## src/rtl/wrr_arbiter4_pkg.sv

```systemverilog
// Shared types and constants for the 4-way weighted round-robin arbiter.
package wrr_arb_pkg;

   localparam int N     = 4;
   localparam int CNT_W = 4;

   // Arbiter FSM: IDLE = no grant outstanding, GRANT = one owner holds the resource.
   typedef enum logic {
      IDLE  = 1'b0,
      GRANT = 1'b1
   } state_t;

   // Per-requester weight registers; a weight of 0 masks that requester.
   typedef logic [CNT_W-1:0] weight_arr_t [N];

   // One-hot vector with only bit idx set.
   function automatic logic [N-1:0] idx_to_onehot(input logic [1:0] idx);
      logic [N-1:0] v;
      v      = '0;
      v[idx] = 1'b1;
      return v;
   endfunction

endpackage

```

## src/rtl/wrr_arbiter4_if.sv

```systemverilog
// Request/grant and weight-configuration bundle for wrr_arbiter4.
//
// Handshake: req[i] is a level request; the arbiter answers with a registered,
// one-hot gnt. A requester owns the resource in every cycle where gnt[i]=1 and
// keeps ownership only while it holds req[i]. Dropping req[i] releases the
// grant at the next edge. There is no separate ready; gnt is the acceptance.
// cfg_we is a single-cycle write strobe with no back-pressure.
interface wrr_arbiter4_if;
   import wrr_arb_pkg::*;

   logic             ena;
   logic [N-1:0]     req;
   logic             cfg_we;
   logic [1:0]       cfg_idx;
   logic [CNT_W-1:0] cfg_weight;
   logic [N-1:0]     gnt;
   logic             gnt_valid;
   logic [1:0]       gnt_id;
   state_t           dbg_state;

   // Arbiter side
   modport slave (
      input  ena, req, cfg_we, cfg_idx, cfg_weight,
      output gnt, gnt_valid, gnt_id, dbg_state
   );

   // Requester / configuration side
   modport master (
      output ena, req, cfg_we, cfg_idx, cfg_weight,
      input  gnt, gnt_valid, gnt_id, dbg_state
   );

endinterface

```

## src/rtl/wrr_arbiter4_rr_priority_pick.sv

```systemverilog
// Rotating priority encoder: first eligible index scanning ptr, ptr+1, ... mod N.
module rr_priority_pick
   import wrr_arb_pkg::*;
(
   input  logic [N-1:0] eligible,
   input  logic [1:0]   ptr,
   output logic         any,
   output logic [1:0]   idx
);

   logic [1:0] cand;

   // Scan offsets from farthest to nearest so the nearest eligible index wins.
   always_comb begin
      any  = 1'b0;
      idx  = 2'd0;
      cand = 2'd0;
      for (int k = N-1; k >= 0; k--) begin
         cand = ptr + 2'(k);
         if (eligible[cand]) begin
            any = 1'b1;
            idx = cand;
         end
      end
   end

endmodule

```

## src/rtl/wrr_arbiter4.sv

```systemverilog
// Weighted round-robin arbiter with burst hold for four requesters.
// The owner keeps the grant for up to weight[owner] consecutive cycles, then
// rotation moves on. Grant outputs are registered and always one-hot or zero.
module wrr_arbiter4 #(
   parameter int N              = 4,
   parameter int CNT_W          = 4,
   parameter int DEFAULT_WEIGHT = 1
) (
   input  logic            clk,
   input  logic            rst_n,
   wrr_arbiter4_if.slave   bus
);
   import wrr_arb_pkg::*;

   localparam logic [CNT_W-1:0] CNT_MAX = '1;
   localparam logic [CNT_W-1:0] W_RST   = CNT_W'(DEFAULT_WEIGHT);

   state_t           state_q, state_d;
   logic [N-1:0]     gnt_q, gnt_d;
   logic [1:0]       gnt_id_q, gnt_id_d;
   logic [1:0]       ptr_q, ptr_d;
   logic [CNT_W-1:0] burst_cnt_q, burst_cnt_d;
   weight_arr_t      weight_q;

   logic [N-1:0]     eligible;
   logic             pick_any;
   logic [1:0]       pick_idx;
   logic             burst_end;

   // A requester competes only while it asks and has a non-zero weight.
   always_comb begin
      for (int i = 0; i < N; i++) begin
         eligible[i] = bus.req[i] && (weight_q[i] != '0);
      end
   end

   rr_priority_pick u_pick (
      .eligible (eligible),
      .ptr      (ptr_q),
      .any      (pick_any),
      .idx      (pick_idx)
   );

   // Burst ends on request drop, quota used up (also after a weight lowered
   // below the running count or written to 0), or arbiter disable.
   always_comb begin
      burst_end = !bus.req[gnt_id_q]
               || (burst_cnt_q >= weight_q[gnt_id_q])
               || !bus.ena;
   end

   // Next-state, grant and burst-counter decisions.
   always_comb begin
      state_d     = state_q;
      gnt_d       = gnt_q;
      gnt_id_d    = gnt_id_q;
      ptr_d       = ptr_q;
      burst_cnt_d = burst_cnt_q;
      unique case (state_q)
         IDLE: begin
            if (bus.ena && pick_any) begin
               state_d     = GRANT;
               gnt_d       = idx_to_onehot(pick_idx);
               gnt_id_d    = pick_idx;
               ptr_d       = pick_idx + 2'd1;
               burst_cnt_d = CNT_W'(1);
            end
         end
         GRANT: begin
            if (!burst_end) begin
               if (burst_cnt_q != CNT_MAX) begin
                  burst_cnt_d = burst_cnt_q + CNT_W'(1);
               end
            end else if (bus.ena && pick_any) begin
               // Handover in the same edge; the sole eligible owner re-grants itself.
               gnt_d       = idx_to_onehot(pick_idx);
               gnt_id_d    = pick_idx;
               ptr_d       = pick_idx + 2'd1;
               burst_cnt_d = CNT_W'(1);
            end else begin
               state_d     = IDLE;
               gnt_d       = '0;
               gnt_id_d    = 2'd0;
               burst_cnt_d = '0;
            end
         end
         default: begin
            state_d     = IDLE;
            gnt_d       = '0;
            gnt_id_d    = 2'd0;
            burst_cnt_d = '0;
         end
      endcase
   end

   // FSM, grant and rotation registers.
   always_ff @(posedge clk or negedge rst_n) begin
      if (!rst_n) begin
         state_q     <= IDLE;
         gnt_q       <= '0;
         gnt_id_q    <= 2'd0;
         ptr_q       <= 2'd0;
         burst_cnt_q <= '0;
      end else begin
         state_q     <= state_d;
         gnt_q       <= gnt_d;
         gnt_id_q    <= gnt_id_d;
         ptr_q       <= ptr_d;
         burst_cnt_q <= burst_cnt_d;
      end
   end

   // Weight registers; writes land regardless of ena.
   always_ff @(posedge clk or negedge rst_n) begin
      if (!rst_n) begin
         for (int i = 0; i < N; i++) begin
            weight_q[i] <= W_RST;
         end
      end else if (bus.cfg_we) begin
         weight_q[bus.cfg_idx] <= bus.cfg_weight;
      end
   end

   assign bus.gnt       = gnt_q;
   assign bus.gnt_valid = (state_q == GRANT);
   assign bus.gnt_id    = gnt_id_q;
   assign bus.dbg_state = state_q;

endmodule

```

## src/flat_wrapper.sv

```systemverilog
// flat-port wrapper written by rule: the top's interface ports become plain ports
module wrr_arbiter4_flat import wrr_arb_pkg::*;
#(
   parameter int N              = 4,
   parameter int CNT_W          = 4,
   parameter int DEFAULT_WEIGHT = 1
)
  (clk, rst_n, bus_ena, bus_req, bus_cfg_we, bus_cfg_idx, bus_cfg_weight, bus_gnt, bus_gnt_valid, bus_gnt_id, bus_dbg_state);
  wrr_arbiter4_if bus_i ();
  input  logic clk;
  input  logic rst_n;
  input wire logic [$bits(bus_i.ena)-1:0] bus_ena;
  input wire logic [$bits(bus_i.req)-1:0] bus_req;
  input wire logic [$bits(bus_i.cfg_we)-1:0] bus_cfg_we;
  input wire logic [$bits(bus_i.cfg_idx)-1:0] bus_cfg_idx;
  input wire logic [$bits(bus_i.cfg_weight)-1:0] bus_cfg_weight;
  output wire logic [$bits(bus_i.gnt)-1:0] bus_gnt;
  output wire logic [$bits(bus_i.gnt_valid)-1:0] bus_gnt_valid;
  output wire logic [$bits(bus_i.gnt_id)-1:0] bus_gnt_id;
  output wire logic [$bits(bus_i.dbg_state)-1:0] bus_dbg_state;
  assign bus_i.ena = bus_ena;
  assign bus_i.req = bus_req;
  assign bus_i.cfg_we = bus_cfg_we;
  assign bus_i.cfg_idx = bus_cfg_idx;
  assign bus_i.cfg_weight = bus_cfg_weight;
  assign bus_gnt = bus_i.gnt;
  assign bus_gnt_valid = bus_i.gnt_valid;
  assign bus_gnt_id = bus_i.gnt_id;
  assign bus_dbg_state = bus_i.dbg_state;
  wrr_arbiter4 #(.N(N), .CNT_W(CNT_W), .DEFAULT_WEIGHT(DEFAULT_WEIGHT)) u_core (.clk(clk), .rst_n(rst_n), .bus(bus_i));
endmodule
```

## config.mk

```make
export PLATFORM = sky130hd
export DESIGN_NAME = wrr_arbiter4_flat
export DESIGN_NICKNAME = d
export VERILOG_FILES = /design/src/rtl/wrr_arbiter4_pkg.sv /design/src/rtl/wrr_arbiter4_if.sv /design/src/rtl/wrr_arbiter4_rr_priority_pick.sv /design/src/rtl/wrr_arbiter4.sv /design/src/flat_wrapper.sv
export SDC_FILE = /design/constraint.sdc
export NUM_CORES = 1
export LEC_CHECK = 0
export ABC_CLOCK_PERIOD_IN_PS = 2900
export CORE_MARGIN = 2
export CORE_UTILIZATION = 54
export CTS_CLUSTER_DIAMETER = 40
export DETAILED_ROUTE_END_ITERATION = 8
export GPL_TIMING_DRIVEN = 1
export PLACE_DENSITY = 0.78
export SLEW_MARGIN = 30
export SYNTH_ARGS = -nofsm -noshare
export SYNTH_HDL_FRONTEND = slang
export SYNTH_SLANG_ARGS = --single-unit
export TNS_END_PERCENT = 1
```

## constraint.sdc

```tcl
create_clock -name clk -period 2.9 [get_ports clk]
set_clock_uncertainty 0.1 [all_clocks]
set_input_delay 0.87 -clock clk [delete_from_list [all_inputs] [get_ports clk]]
set_output_delay 0.87 -clock clk [all_outputs]
set_load 0.01 [all_outputs]
```

# ---- Yosys cells after proc, flatten, opt, wreduce, memory -nomap -nowiden
# Index checks and enable logic that the tools add are counted.
dict set report op_classes {
  addsub 5
  multipliers 0
  div_mod_pow 0
  n_lt_le_gt_ge 11
  eq_ne 4
  shifts 0
  mux 45
  n_bitwise 3
  reduce_logical 17
}
# op count
set op_table {}
lappend op_table {{$mux W4} 9}
lappend op_table {{$lt A2 B3 Y1 const B} 6}
lappend op_table {{$mux W2} 9}
lappend op_table {{$bwmux W16} 1}
lappend op_table {{$pmux W4 S2} 2}
lappend op_table {{$reduce_bool A4 Y1} 4}
lappend op_table {{$mux W1} 13}
lappend op_table {{$bmux W1 S2} 5}
lappend op_table {{$bmux W4 S2} 1}
lappend op_table {{$demux W4 S2} 1}
lappend op_table {{$pmux W2 S2} 2}
lappend op_table {{$logic_and A1 B1 Y1} 7}
lappend op_table {{$ge A3 B3 Y1 const B} 2}
lappend op_table {{$not A2 Y3} 2}
lappend op_table {{$add A2 B1 Y2 const B} 2}
lappend op_table {{$add A2 B2 Y2 const B} 2}
lappend op_table {{$add A4 B1 Y4 const B} 1}
lappend op_table {{$ge A4 B4 Y1} 1}
lappend op_table {{$ne A4 B4 Y1 const B} 1}
lappend op_table {{$reduce_and A2 Y1} 2}
lappend op_table {{$lt A3 B1 Y1 const B} 1}
lappend op_table {{$ne A3 B3 Y1 const B} 1}
lappend op_table {{$demux W1 S2} 1}
lappend op_table {{$ge A2 B1 Y1 const B} 1}
lappend op_table {{other kinds (6)} 8}
dict set report totals {
  regBits 29
  latch_bits 0
  mem_bits_rw 0
  rom_bits 0
  input_bits 14
  out_inout_bits 8
  wordCells 94
  memories 0
}

# ---- Longest topological paths before layout
dict set report logic_depth {
  word_depth 15
  depth_mapped 9
  depth_no_buf 8
}

# ---- Modules after synthesis
# Synthesis repeated with hierarchy kept, for this count alone.
dict set report unflattened {
  hier_cells 127
  hier_area_um2 1657.8
}
# mod instances cells_each area_each_um2
set by_module_without_submodules {}
lappend by_module_without_submodules {wrr_arbiter4 1 114 1580.3}
lappend by_module_without_submodules {rr_priority_pick 1 13 77.6}

# ---- Least setup slack after synthesis
# OpenSTA, ideal clock, no wires.
dict set report synth_path {
  kind {register to register}
  from {reg u_core.gnt_id_q[0], in the netlist u_core.bus.gnt_id[0]}
  to {reg u_core.ptr_q[0]}
  setup_ps 128
  t_arrival_ps 2391
  required_ps 2672
  path_slack_ps 282
  stages_incl_launch_ff 9
  path_buffers 1
  period_less_slack_ps 2618
  path_cell_list {dfrtp_1 -> buf_2 -> mux4_2 -> ha_1 -> nand2b_1 -> a211oi_1 -> o211ai_1 -> nand2_1 -> mux2_1}
}
dict set report synth_via {
  elab_chain_len 8
}
# item line_no
set synth_lines {}
lappend synth_lines {{from (decl)} wrr_arbiter4.sv:20} ;# logic [1:0] gnt_id_q, gnt_id_d;
lappend synth_lines {{from (signal assigned)} wrr_arbiter4.sv:107} ;# gnt_id_q <= gnt_id_d;
lappend synth_lines {{$not A2 Y3 (implied by the code)} wrr_arbiter4.sv:48} ;# || (burst_cnt_q >= weight_q[gnt_id_q])
lappend synth_lines {{$bmux W4 S2} wrr_arbiter4.sv:48}
lappend synth_lines {{$mux W4 (implied by the code) (2 in series)} wrr_arbiter4.sv:48}
lappend synth_lines {{$ge A4 B4 Y1} wrr_arbiter4.sv:48}
lappend synth_lines {{$logic_or A1 B1 Y1 *} wrr_arbiter4.sv:48}
lappend synth_lines {{$logic_or A1 B1 Y1 *} wrr_arbiter4.sv:49} ;# || !bus.ena;
lappend synth_lines {{$ne A2 B2 Y1 (no line) *} -}
lappend synth_lines {{to (signal assigned)} wrr_arbiter4.sv:108} ;# ptr_q <= ptr_d;
lappend synth_lines {{to (decl)} wrr_arbiter4.sv:21} ;# logic [1:0] ptr_q, ptr_d;
# Mark *: on every way between the ends. The rest lies on a longest branch, timed or not. The select of a mux whose other input is x is not followed.
# A chain may end at the register's enable or synchronous reset.

# ---- Final worst setup path
dict set report layout_path {
  from {in bus_req[0]}
  to {reg u_core.ptr_q[1]}
}
dict set report layout_via {
  elab_chain_len 11
}
# item line_no
set layout_lines {}
lappend layout_lines {{from (decl)} flat_wrapper.sv:13} ;# input wire logic [$bits(bus_i.req)-1:0] bus_req;
lappend layout_lines {{$logic_and A1 B1 Y1} wrr_arbiter4.sv:33} ;# eligible[i] = bus.req[i] && (weight_q[i] != '0);
lappend layout_lines {{$bmux W1 S2} wrr_arbiter4_rr_priority_pick.sv:20} ;# if (eligible[cand]) begin
lappend layout_lines {{$mux W1 (implied by the code)} wrr_arbiter4_rr_priority_pick.sv:20}
lappend layout_lines {{$mux W2 or $mux W1 (tied branches) (4 in series)} wrr_arbiter4_rr_priority_pick.sv:20}
lappend layout_lines {{$add A2 B1 Y2 or $logic_and A1 B1 Y1 (tied branches)} -}
lappend layout_lines {{$mux W2} {wrr_arbiter4.sv:61, wrr_arbiter4.sv:74}}
lappend layout_lines {{$mux W2} wrr_arbiter4.sv:70} ;# if (!burst_end) begin
lappend layout_lines {{$pmux W2 S2} wrr_arbiter4.sv:59} ;# unique case (state_q)
# Several ways; a longest one is shown, not always the timed one. The select of a mux whose other input is x is not followed.

==> run metrics <==
clock tree root buffer cell=clkbuf_4; Commonest cells post-synth=dfrtp_1, mux2_2, inv_1, ha_1, nand2_1; reported net switching power=554 µW; hold bufs inserted after CTS=0; ratio of routed vias to standard cells=around 6; layout cell share with drive strength beyond 1=26.3%; post-synthesis sequential area ratio=43.4%; clock transition at the registers of the reported paths=0.09 ns; portion of total power attributed to sequential cells=a little over two fifths; Buffers on Ports=21; combinational cell fraction of total power=43.4%; Clock power frac=between 10% and 20%; highest net fanout along the worst path=4; Post-Layout Cell Count=212; number of cells in the design after placement=204; Final min period=2.75 ns; total core area=0.00300 mm²; net switching fraction of the power=36.0%; most common cell in the netlist=dfrtp_1; max cap viols=0; clock tree from TritonCTS=built; pin slew with the least headroom to its limit=0.521 ns; TritonRoute pass-1 iters=4; async set-reset flop share out of synthesis=100%; final worst-path setup slack=0.145 ns; Net Count, Synth=between 150 and 200; area share of the largest cell type after synthesis=37.1%; cell row count=20; number of buffers created by CTS=5; floorplan die width=59.8 µm; Detail Route Antenna Nets=0; Pleak=between 0.9 and 1 nW; # nets final=201; antenna cells=0; Final Wtd Congestion=between 0.8 and 0.9; flip-flop and latch count after synthesis=29; minimum setup slack after placement=-0.183 ns; library cells used by synthesis=35; worst endpoint data arrival time=about 2.9 ns; power density relative to cell area=between 700 and 800 mW/mm²; Wirelength per Cell=17.4 µm; final HPWL from detailed placement=2.91 mm; portion of the clock cycle consumed by the worst path in the final layout=95.0%; Overall Global Routing Usage=24.4%; buffer levels on the longest clock path=2; post-synthesis instance area=about 0.0017 mm²; unrepaired setup endpoints after global routing=false; final wirelength=3.69 mm; Post-synth EDFFs=0; hold crit path type=flip-flop to flip-flop; cell count after synthesis=around 140; Crit. End Element=flip-flop; final setup violation count=0; critical path startpoint category=primary input; count of routing violations after the opening detailed-route iteration=53; top post-synthesis cells by area=dfrtp_1, mux2_2, ha_1; Max H-tree Level=2; first-pass GRT wire length=slightly above 6 mm; effective utilization at floorplan=56.1%; peak supply drop=0.427 mV; fmax=363 MHz; pin count of the biggest net entering global routing=30; Fin. Hold Viols=0; number of global-route vias before repair=1288; path type of the worst setup path=primary input to flip-flop; CP required=3.01 ns; post-synth top area cell=dfrtp_1; gr ovfl total=0; relative max-transition margin=about two thirds; routed vias=1296; fillcell total=225; design internal power=around 980 µW; initial antenna violation count=0; top flip-flop cell by instance count after synthesis=dfrtp_1; Die Outline Area=0.00358 mm²; count of final max-slew check failures=0; source-to-sink clock delay at the later pin of the worst-skew pair=0.33 ns; mean post-synth cell area=approximately 12 µm²; result of the run=complete, no violations; count of clock tree sinks=29; Layout Area Growth over Synthesis=22.5%; die extent in y=59.8 µm; post-CTS setup-driven buffer insertion count=0; top-level I/O count=22; post-cts resize count=0; post-detailed-route DRC marker count=0; Yosys warning total=0
==> final cells by class <==
cell class | instances | area, µm² | share of cell area, %
Clock buffer | 6 | 41.3 | 2.00
Clock inverter | 2 | 10.0 | 0.485
Inverter | 11 | 41.3 | 2.00
Multi-Input combinational cell | 97 | 891 | 43.2
Sequential cell | 29 | 731 | 35.4
Tap cell | 33 | 41.3 | 2.00
Timing Repair Buffer | 34 | 308 | 14.9
==> flip-flops by register name, summed over array words and instances (netlist names) <==
signal and count:
u_core.ptr_q 2, u_core.weight_q 16, u_core.bus.gnt 4, u_core.bus.dbg_state 1, u_core.bus.gnt_id 2, u_core.burst_cnt_q 4
==> kinds of logic (layout without fill, tap and decap cells) <==
group	Yosys count	after routing	synth area share, %
buf+inv	15	53	3.71
flops	29	29	43.4
fa+ha+maj	9	9	6.69
simple gates	27	27	7.88
compound gates	32	32	16.0
mux	29	29	22.4
==> worst max-delay path, cell delays in order <==
cell,delay (ns)
clkdlybuf4s50_1,0.53
o41ai_1,0.13
nor2_1,0.12
a21oi_1,0.04
o21ai_0,0.43
inv_1,0.14
ha_1,0.31
mux2_1,0.28
==> worst paths after layout <==
check                      slack [ns]  depth (start not counted)                        startpoint                                 to
setup / recovery                 0.15                          8                        bus_req[0]        u_core.ptr_q[1]$_DFFE_PN0P_
hold / removal                   0.45                          1    u_core.weight_q[3]$_DFFE_PN0P_     u_core.weight_q[3]$_DFFE_PN0P_
setup reg to reg                 0.32                          8  u_core.bus.gnt_id[0]$_DFFE_PN0P_        u_core.ptr_q[0]$_DFFE_PN0P_
hold reg to reg                  0.45                          1    u_core.weight_q[3]$_DFFE_PN0P_     u_core.weight_q[3]$_DFFE_PN0P_
max in group asynchronous        1.58                          2                             rst_n     u_core.weight_q[0]$_DFFE_PN1P_
min in group asynchronous        0.81                          2                             rst_n  u_core.burst_cnt_q[0]$_DFFE_PN0P_
==> cell usage in the layout, fill, tap and decap left out, types with 2 or more instances in the layout <==
cell              n
o41ai_1           2
a21oi_1           2
nor2_1            6
mux2i_1           5
dfstp_2           4
nand2_1           8
nand2b_1          2
o41a_1            5
o22ai_1           2
clkbuf_4          5
nand3b_1          2
mux2_2           17
o2bb2ai_1         2
a21o_1            2
inv_1            11
buf_4            13
ha_1              9
dfrtp_1          25
mux2_1            2
mux4_2            5
o221ai_1          4
o21ai_0           5
clkinv_2          2
clkdlybuf4s50_1  21
nand3_1           6
==> power groups by stage <==
stage,Sequential [mW],Clock [mW],Combinational [mW]
after floorplan,0.625,0,0.414
after global placement,0.637,0,0.640
after detailed placement,0.649,0,0.674
after CTS,0.642,0.240,0.676
after global routing,0.659,0.261,0.736
final,0.644,0.227,0.668
==> metrics by stage <==
stage	power, mW	hold WS, ns	cell area (µm²)	utilization [%]	TNS (ns)
after floorplan	1.04	0.397	1680	-	0
after global placement	1.28	0.433	2010	67.0	-0.00851
after detailed placement	1.32	0.428	2010	67.0	-0.508
after CTS	1.56	0.449	2060	68.7	0
after global routing	1.66	0.464	2060	68.7	0
final	1.54	0.449	2060	68.7	0
==> per-layer routing <==
metal,track usage [%],vias to the layer above,part of all wire [%]
li1,-,617,-
met1,31.2,657,46
met2,37.6,15,50
met3,7.79,7,2.7
met4,11.1,0,1.6
met5,0,-,0
(Power assumes the default switching activity.)
